--- src/rtl/smj_pkg.sv ---
// Shared types and constants for the SMJ dealer front end.
// Used by the dealer, its tile legality checker and the reference pattern.
package smj_pkg;

    typedef logic [5:0] tile_t;

    localparam logic [1:0] SUIT_MAN   = 2'd0;
    localparam logic [1:0] SUIT_PIN   = 2'd1;
    localparam logic [1:0] SUIT_SOU   = 2'd2;
    localparam logic [1:0] SUIT_HONOR = 2'd3;

    localparam logic [3:0] RANK_MAX_NUM   = 4'd9;
    localparam logic [3:0] RANK_MAX_HONOR = 4'd7;

    localparam int HAND_SIZE = 5;

    typedef enum logic [1:0] {
        COLLECT = 2'd0,
        DRIVE   = 2'd1,
        SETTLE  = 2'd2,
        RESP    = 2'd3
    } state_e;

endpackage

--- src/rtl/smj_tile_legal.sv ---
// Combinational tile legality: numbered suits take ranks 1..9, honors 1..7.
// Shared with the reference pattern so both sides agree on what is legal.
module smj_tile_legal
    import smj_pkg::*;
(
    input  tile_t tile,
    output logic  legal
);

    logic [1:0] suit;
    logic [3:0] rank;

    always_comb begin
        suit  = tile[5:4];
        rank  = tile[3:0];
        legal = 1'b0;
        if (suit == SUIT_HONOR) begin
            legal = (rank != 4'd0) && (rank <= RANK_MAX_HONOR);
        end else begin
            legal = (rank != 4'd0) && (rank <= RANK_MAX_NUM);
        end
    end

endmodule

--- src/rtl/smj_dealer.sv ---
// Hand-assembly front end for the SMJ evaluator: collects 5 tiles, drives SMJ, returns the verdict.
// Build option SMJ_DEAL_SORT_EN: keep the tile buffer insertion-sorted (ascending code).
//
// state   | meaning
// COLLECT | accept tiles into the buffer, track legality
// DRIVE   | load hand_n* from buffer, or flag an illegal hand straight to RESP
// SETTLE  | down-count SETTLE_CYC while SMJ settles, then capture its verdict
// RESP    | hold response until out_valid && out_ready
module smj_dealer
    import smj_pkg::*;
#(
    parameter int SETTLE_CYC = 1
) (
    input  logic       clk,
    input  logic       rst_n,
    input  logic       in_valid,
    input  logic [5:0] in_tile,
    output logic       in_ready,
    output logic [5:0] hand_n0,
    output logic [5:0] hand_n1,
    output logic [5:0] hand_n2,
    output logic [5:0] hand_n3,
    output logic [5:0] hand_n4,
    input  logic [1:0] smj_result,
    output logic       out_valid,
    output logic [1:0] out_data,
    output logic       out_err,
    input  logic       out_ready
);

    state_e     state_q, state_nxt;
    tile_t      buf_q   [HAND_SIZE];
    tile_t      buf_nxt [HAND_SIZE];
    logic [2:0] count_q;
    logic       bad_q;
    logic [1:0] wait_q;

    logic       accept;
    logic       last_tile;
    logic       tile_ok;
    logic       five_same;
    logic       load_hand;
    logic       cap_result;
    logic       flag_err;
    logic       resp_done;

    smj_tile_legal u_legal (
        .tile  (in_tile),
        .legal (tile_ok)
    );

    assign in_ready  = (state_q == COLLECT);
    assign accept    = in_valid && in_ready;
    assign last_tile = (count_q == 3'(HAND_SIZE - 1));
    // In either buffer order, four held copies of the incoming code means five identical.
    assign five_same = (buf_q[0] == in_tile) && (buf_q[1] == in_tile) &&
                       (buf_q[2] == in_tile) && (buf_q[3] == in_tile);

`ifdef SMJ_DEAL_SORT_EN
    logic [HAND_SIZE-1:0] gt;

    always_comb begin
        for (int i = 0; i < HAND_SIZE; i++) begin
            gt[i] = (3'(i) < count_q) && (buf_q[i] > in_tile);
        end
        // Entries not above the new tile stay; larger ones shift up; the gap takes the new tile.
        buf_nxt[0] = (count_q != 3'd0 && !gt[0]) ? buf_q[0] : in_tile;
        for (int i = 1; i < HAND_SIZE; i++) begin
            if ((3'(i) < count_q) && !gt[i]) begin
                buf_nxt[i] = buf_q[i];
            end else if (gt[i-1]) begin
                buf_nxt[i] = buf_q[i-1];
            end else begin
                buf_nxt[i] = in_tile;
            end
        end
    end
`else
    always_comb begin
        for (int i = 0; i < HAND_SIZE; i++) begin
            buf_nxt[i] = (3'(i) == count_q) ? in_tile : buf_q[i];
        end
    end
`endif

    always_ff @(posedge clk or negedge rst_n) begin
        if (!rst_n) begin
            state_q <= COLLECT;
        end else begin
            state_q <= state_nxt;
        end
    end

    always_comb begin
        state_nxt  = state_q;
        load_hand  = 1'b0;
        cap_result = 1'b0;
        flag_err   = 1'b0;
        resp_done  = 1'b0;
        case (state_q)
            COLLECT: begin
                if (accept && last_tile) begin
                    state_nxt = DRIVE;
                end
            end
            DRIVE: begin
                if (bad_q) begin
                    flag_err  = 1'b1;
                    state_nxt = RESP;
                end else begin
                    load_hand = 1'b1;
                    state_nxt = SETTLE;
                end
            end
            SETTLE: begin
                if (wait_q == 2'd0) begin
                    cap_result = 1'b1;
                    state_nxt  = RESP;
                end
            end
            RESP: begin
                if (out_valid && out_ready) begin
                    resp_done = 1'b1;
                    state_nxt = COLLECT;
                end
            end
            default: state_nxt = COLLECT;
        endcase
    end

    always_ff @(posedge clk or negedge rst_n) begin
        if (!rst_n) begin
            for (int i = 0; i < HAND_SIZE; i++) begin
                buf_q[i] <= '0;
            end
            count_q   <= '0;
            bad_q     <= 1'b0;
            wait_q    <= '0;
            hand_n0   <= '0;
            hand_n1   <= '0;
            hand_n2   <= '0;
            hand_n3   <= '0;
            hand_n4   <= '0;
            out_valid <= 1'b0;
            out_data  <= '0;
            out_err   <= 1'b0;
        end else begin
            if (accept) begin
                for (int i = 0; i < HAND_SIZE; i++) begin
                    buf_q[i] <= buf_nxt[i];
                end
                if (!last_tile) begin
                    count_q <= count_q + 3'd1;
                end
                bad_q <= bad_q | ~tile_ok | (last_tile & five_same);
            end
            if (load_hand) begin
                hand_n0 <= buf_q[0];
                hand_n1 <= buf_q[1];
                hand_n2 <= buf_q[2];
                hand_n3 <= buf_q[3];
                hand_n4 <= buf_q[4];
                wait_q  <= 2'(SETTLE_CYC);
            end
            if (state_q == SETTLE && wait_q != 2'd0) begin
                wait_q <= wait_q - 2'd1;
            end
            if (cap_result) begin
                out_valid <= 1'b1;
                out_data  <= smj_result;
                out_err   <= 1'b0;
            end
            if (flag_err) begin
                out_valid <= 1'b1;
                out_data  <= 2'd0;
                out_err   <= 1'b1;
            end
            if (resp_done) begin
                out_valid <= 1'b0;
                count_q   <= '0;
                bad_q     <= 1'b0;
            end
        end
    end

endmodule
--- config.mk ---
export PLATFORM = sky130hd
export DESIGN_NAME = smj_dealer
export DESIGN_NICKNAME = d
export VERILOG_FILES = /design/src/rtl/smj_pkg.sv /design/src/rtl/smj_tile_legal.sv /design/src/rtl/smj_dealer.sv
export SDC_FILE = /design/constraint.sdc
export NUM_CORES = 1
export LEC_CHECK = 0
export CAP_MARGIN = 20
export CELL_PAD_IN_SITES_DETAIL_PLACEMENT = 2
export CELL_PAD_IN_SITES_GLOBAL_PLACEMENT = 2
export CORE_UTILIZATION = 37
export CTS_BUF_LIST = sky130_fd_sc_hd__clkbuf_16
export CTS_CLUSTER_SIZE = 20
export DETAILED_ROUTE_END_ITERATION = 8
export PLACE_DENSITY = 0.76
export REMOVE_ABC_BUFFERS = 1
export SYNTH_ARGS = -nofsm -noshare
export SYNTH_HDL_FRONTEND = slang
export SYNTH_SLANG_ARGS = --single-unit
--- constraint.sdc ---
create_clock -name clk -period 2.08 [get_ports clk]
set_input_delay 0.208 -clock clk [delete_from_list [all_inputs] [get_ports clk]]
set_output_delay 0.208 -clock clk [all_outputs]
set_load 0.03 [all_outputs]
* Yosys cells after proc, flatten, opt, wreduce, memory -nomap -nowiden
Index checks and enable logic that the tools add are counted.
** Word-level totals
- Flip-flop bits (word level) :: 72
- Output and inout bits :: 35
** Cells by class
- Add/sub/neg operators :: 2
- $lt $le $gt $ge :: 2
- Eq/ne operators :: 17
- Muxes and demuxes :: 28
- Bitwise gates (word level) :: 4
- Reductions and logical operators :: 25
** Operator list (number)
- $eq 6x6->1 :: 4
- $mux 1 :: 17
- $mux 2 :: 7
- $reduce_and 2->1 :: 6
- $logic_and 1x1->1 :: 9
- $mux 3 :: 3
- $pmux 2 s4 :: 1
- $reduce_bool 2->1 :: 4
- $eq 2x2->1 const B :: 3
- $eq 2x3->1 const A :: 2
- $le 4x3->1 const B :: 1
- $le 4x4->1 const B :: 1
- $logic_not 2->1 :: 2
- $ne 2x1->1 const B :: 2
- $ne 2x2->1 const B :: 2
- $reduce_bool 4->1 :: 1
- $add 3x1->3 const B :: 1
- $eq 1x3->1 const A :: 1
- $eq 3x3->1 const A :: 1
- $eq 3x3->1 const B :: 1
- $logic_not 3->1 :: 1
- $reduce_and 3->1 :: 1
- $reduce_bool 3->1 :: 1
- $eq 2x1->1 const B :: 1
- other kinds (4) :: 5

* Longest topological paths before layout
Gate-level depths: netlist of run 1.
- Depth after elaboration :: 8
- Depth in mapped cells :: 8
- Mapped depth without buffers :: 6

* By module
Synthesis of run 1 repeated with hierarchy kept, for this count alone.
** Second synthesis, totals
- Cells, all modules :: 221
- Area total of the unflattened synthesis :: 3085.5 um^2
** Modules (own cells, without submodules)
- smj_dealer :: instances 1, cells each 218, area an instance 3065.4 um^2
- smj_tile_legal :: instances 1, cells each 3, area an instance 20.0 um^2

* Least setup slack after synthesis of run 1
Ideal clock, no wire load.
- Path type :: reg-to-reg
- From :: register state_q[0]
- To :: register state_q[0]
- Library setup time :: 0.086 ns
- Data arrival time :: 1.987 ns
- Data required time :: 1.994 ns
- Setup slack :: 0.007 ns
- Stages on the path, launching flop included :: 8
- Path buffers :: 1
- Clock period less this slack :: 2.073 ns
- Cell sequence :: dfrtp_1 -> inv_1 -> ha_1 -> buf_2 -> nand4_2 -> a221oi_1 -> o21ai_0 -> a32oi_1
** On the way
- Word-level cells in the longest chain between the ends :: 5
- Elaborated cells between the ends (all ways) :: 11
** RTL lines
- from (decl) :: line smj_dealer.sv:31 : state_e state_q, state_nxt;
- from (signal assigned) :: line smj_dealer.sv:90 : state_q <= state_nxt;
- $logic_not 2->1 (*) :: line smj_dealer.sv:52 : assign in_ready = (state_q == COLLECT);
- named net in_ready :: line smj_dealer.sv:18 : output logic in_ready,
- $logic_and 1x1->1 :: line smj_dealer.sv:53 : assign accept = in_valid && in_ready;
- $logic_and 1x1->1 :: line smj_dealer.sv:102 : if (accept && last_tile) begin
- $ne 2x1->1 (no source line)
- $reduce_and 3->1 (no source line)
Mark *: on every way through the listed nets, which the timed path passes. The rest lies on a longest branch.
A chain may end at the register's enable or synchronous reset.

* Worst setup path after layout of run 1
- From :: register state_q[0]
- To :: register buf_q[13] (netlist bit)
** On the way
- Word-level cells in the longest chain between the ends :: 3
** RTL lines
- $logic_not 2->1 :: line smj_dealer.sv:52
- $logic_and 1x1->1 :: line smj_dealer.sv:53
- $reduce_and 2->1 (no source line)
- to (signal, indexed assignment) :: line smj_dealer.sv:150 : buf_q[i] <= buf_nxt[i];
- to (decl) :: line smj_dealer.sv:32 : tile_t buf_q [HAND_SIZE];
Every way passes these cells.

==> metrics.txt, run 1 <==
CP Launch Type flop; Critical Path RT 2.29 ns; Fill cells 800; DR pass1 iterations 4; Final TNS setup 0 ns; Routed WL per cell 18.8 um; CP Data Arrival Time 2.18 ns; crit-path max FO 10; placed cell count 385; Antenna diodes 0; Slew Limit Headroom 71.0%; core area 8220 sq um; chip width 94.3 um; GRT Total Usage 19.4%; largest net degree at the start of global routing 73; Non-Filler Instances 402; layout net count 314; H-Tree Level Count 3; setup ws final 0.111 ns; outcome completed; leakage 1.87 nW; initial antenna violation count 0; Ys Warns 0; CTS sink count 72; top_reg_cell synth dfrtp_1; Fin Clk Skew 0.00807 ns; Root Buffer clkbuf_16; RSZ-0062 raised after global routing no; final critical-path share of the clock period 94.6%; largest family of logic cells by synthesized area multiplexers; Layout area overhead 29.5%; global-route wire length before repair 12500 um; I/O Pins 47; Post-Synth Simple-Gate Area 7.34%; compound-cell area share of the yosys netlist 3.97%; DRC 0; post-synthesis mux area share 23.0%; PD cells 1670 nW/um^2; Final Hold Slack 0.435 ns; I/O Buffers 46; pre-CTS setup slack 0.0480 ns; pins over their slew limit 0; Inserted Clock Buffers 9; Syn Std Cell Area 3150 sq um; Worst Tran Pin Value 0.435 ns; Clock Path Buffers 2; final hold violations 0; synthesized flop and latch total 72; post-synth cell types 33; Routed WL 7570 um; CP endpoint kind flop; CTS tree done; setup violators final 0; multi-input logic area 1250 sq um; Post-synth ARST share 100%; Clock transition at path regs 0.06 ns; Post CTS Setup Buffer Count 0; Post-Synth Adder-Cell Area 3.97%; via count of the first global-routing pass 2342; Highest Clock Rate 508 MHz; placement row count 33; Max Cap Viol 0; type of the worst setup path flop to flop; XOR/XNOR Fraction of Synth Area 1.39%; starting DRC count in detailed routing 69; grt ovf 0; sequential fraction of the synthesis area 57.2%; Mapped Cells 234; clock latency on the worst-skew pair 0.33 ns; vias per cell 5.13; Die H 94.3 um; fin crit period 1.97 ns; Syn Area/Cell 13.5 sq um; Post-synth EDFFs 0; type of the most critical hold path input pin to asynchronous set/reset pin; Initial Util 38.4%; number of nets still failing antenna checks after routing 0; layout cells sized above 1 30.6%; Vias 2064; die area 8890 sq um; Placer Congestion 0.788; HPWL after DPL 5080 um; IR drop worst, VDD 0.674 mV; register area 1800 sq um
## layer usage
metal / up-vias / wire length [um] / global-route usage (%)
li1: 951 / - / -
met1: 1059 / 3340 / 24.1
met2: 43 / 3910 / 32.9
met3: 11 / 194 / 2.91
met4: 0 / 129 / 8.85
met5: - / 0 / 0
## what timing repair did
item                       4_1_cts  5_1_grt
hold endpoints to repair        72        0
hold buffers                     1        0
setup endpoints to repair        5        0
resized for setup                2        0
## stage by stage
stage | power (W) | area (sq um) | utilization (%)
after floorplan | 0.00418 | 3080 | -
after global placement | 0.00522 | 3780 | 46.0
after detailed placement | 0.00536 | 3780 | 46.0
after CTS | 0.00695 | 4080 | 49.7
after global routing | 0.00725 | 4080 | 49.7
final | 0.00683 | 4080 | 49.7
## logic make-up after synthesis
logic type	after synthesis
XOR/XNOR	5
flip-flops	72
adder cells (fa/ha/maj)	10
AND/OR/NAND/NOR	44
multiplexers	65
AO/OA/AOI/OAI	19
buffers and inverters	19
## cells in the final DEF, fill, tap and decap left out, drive strengths merged, types with 2 or more instances in the layout
cell type / count
dfrtp: 72
mux2: 60
clkdlybuf4s50: 44
nand2: 16
buf: 13
inv: 10
ha: 10
clkbuf: 9
a21oi: 7
or4: 6
nand4: 6
mux2i: 5
nor2: 5
nand3: 4
a221oi: 3
o21ai: 3
xor2: 3
or2: 2
nor4: 2
xnor2: 2
clkinv: 2
## worst paths after layout
kind                                   startpoint               endpoint  slack (ns)  cells past startpoint
max                        state_q[0]$_DFFE_PN0P_  buf_q[13]$_DFFE_PN0P_        0.11                      6
min                                         rst_n   buf_q[2]$_DFFE_PN0P_        0.43                      3
max reg2reg                state_q[0]$_DFFE_PN0P_  buf_q[13]$_DFFE_PN0P_        0.11                      6
min reg2reg                 wait_q[0]$_DFFE_PN0P_  wait_q[0]$_DFFE_PN0P_        0.44                      1
max in group asynchronous                   rst_n  buf_q[24]$_DFFE_PN0P_        1.32                      3
min in group clk            wait_q[0]$_DFFE_PN0P_  wait_q[0]$_DFFE_PN0P_        0.44                      1
## critical path, stage by stage, from the launching register on
cell     delay [ns]
dfrtp_1        0.41
inv_1          0.14
ha_2           0.32
nand2_1        0.12
nor2_1         0.22
nand2_1        0.29
mux2_2         0.36
## area by class of cell
cell class | instances | area share (%)
Tap cell | 105 | 3.22
Timing Repair Buffer | 59 | 14.2
Sequential cell | 72 | 44.1
Multi-Input combinational cell | 143 | 30.7
Clock buffer | 9 | 5.52
Clock inverter | 7 | 1.56
Inverter | 7 | 0.644
## state kept, by name (all words and copies together) (netlist names), 2 cells and up
signal and flops:
state_q 2, hand_n0 6, hand_n2 6, hand_n1 6, hand_n3 6, out_data 2, buf_q 30, hand_n4 6
count_q 3, wait_q 2
## cells in the mapped netlist (4+ instances only)
cell type  instances  area [sq um]
mux2i_1            5          50.1
ha_1              10           125
a21oi_1            7          35.0
nor2_1             5          18.8
nand3_1            4          20.0
mux2_2            59           664
buf_2              5          25.0
or4_1              6          45.0
clkbuf_1           4          15.0
dfrtp_1           72          1800
inv_1              7          26.3
nand2_1           16          60.1
nand4_1            5          31.3
## report_power, final
part | internal, W | total, W | leakage, nW | switching [W]
registers | 0.00202 | 0.00250 | 0.912 | 0.000482
clock network | 0.000919 | 0.00150 | 0.148 | 0.000585
logic | 0.00138 | 0.00282 | 0.809 | 0.00144
No activity file was read; power rests on OpenSTA's default activity.
==> run 2, diff against run 1 <==
- GPL_ROUTABILITY_DRIVEN: not set -> 0
==> results of run 2 <==
Final layout, timing and power as in run 1 (identical DEF).
==> run 3, diff against run 2 <==
- CORE_MARGIN: not set -> 1
- GPL_ROUTABILITY_DRIVEN: 0 -> not set
==> results of run 3 <==
Final layout, timing and power as in run 1 (identical DEF).
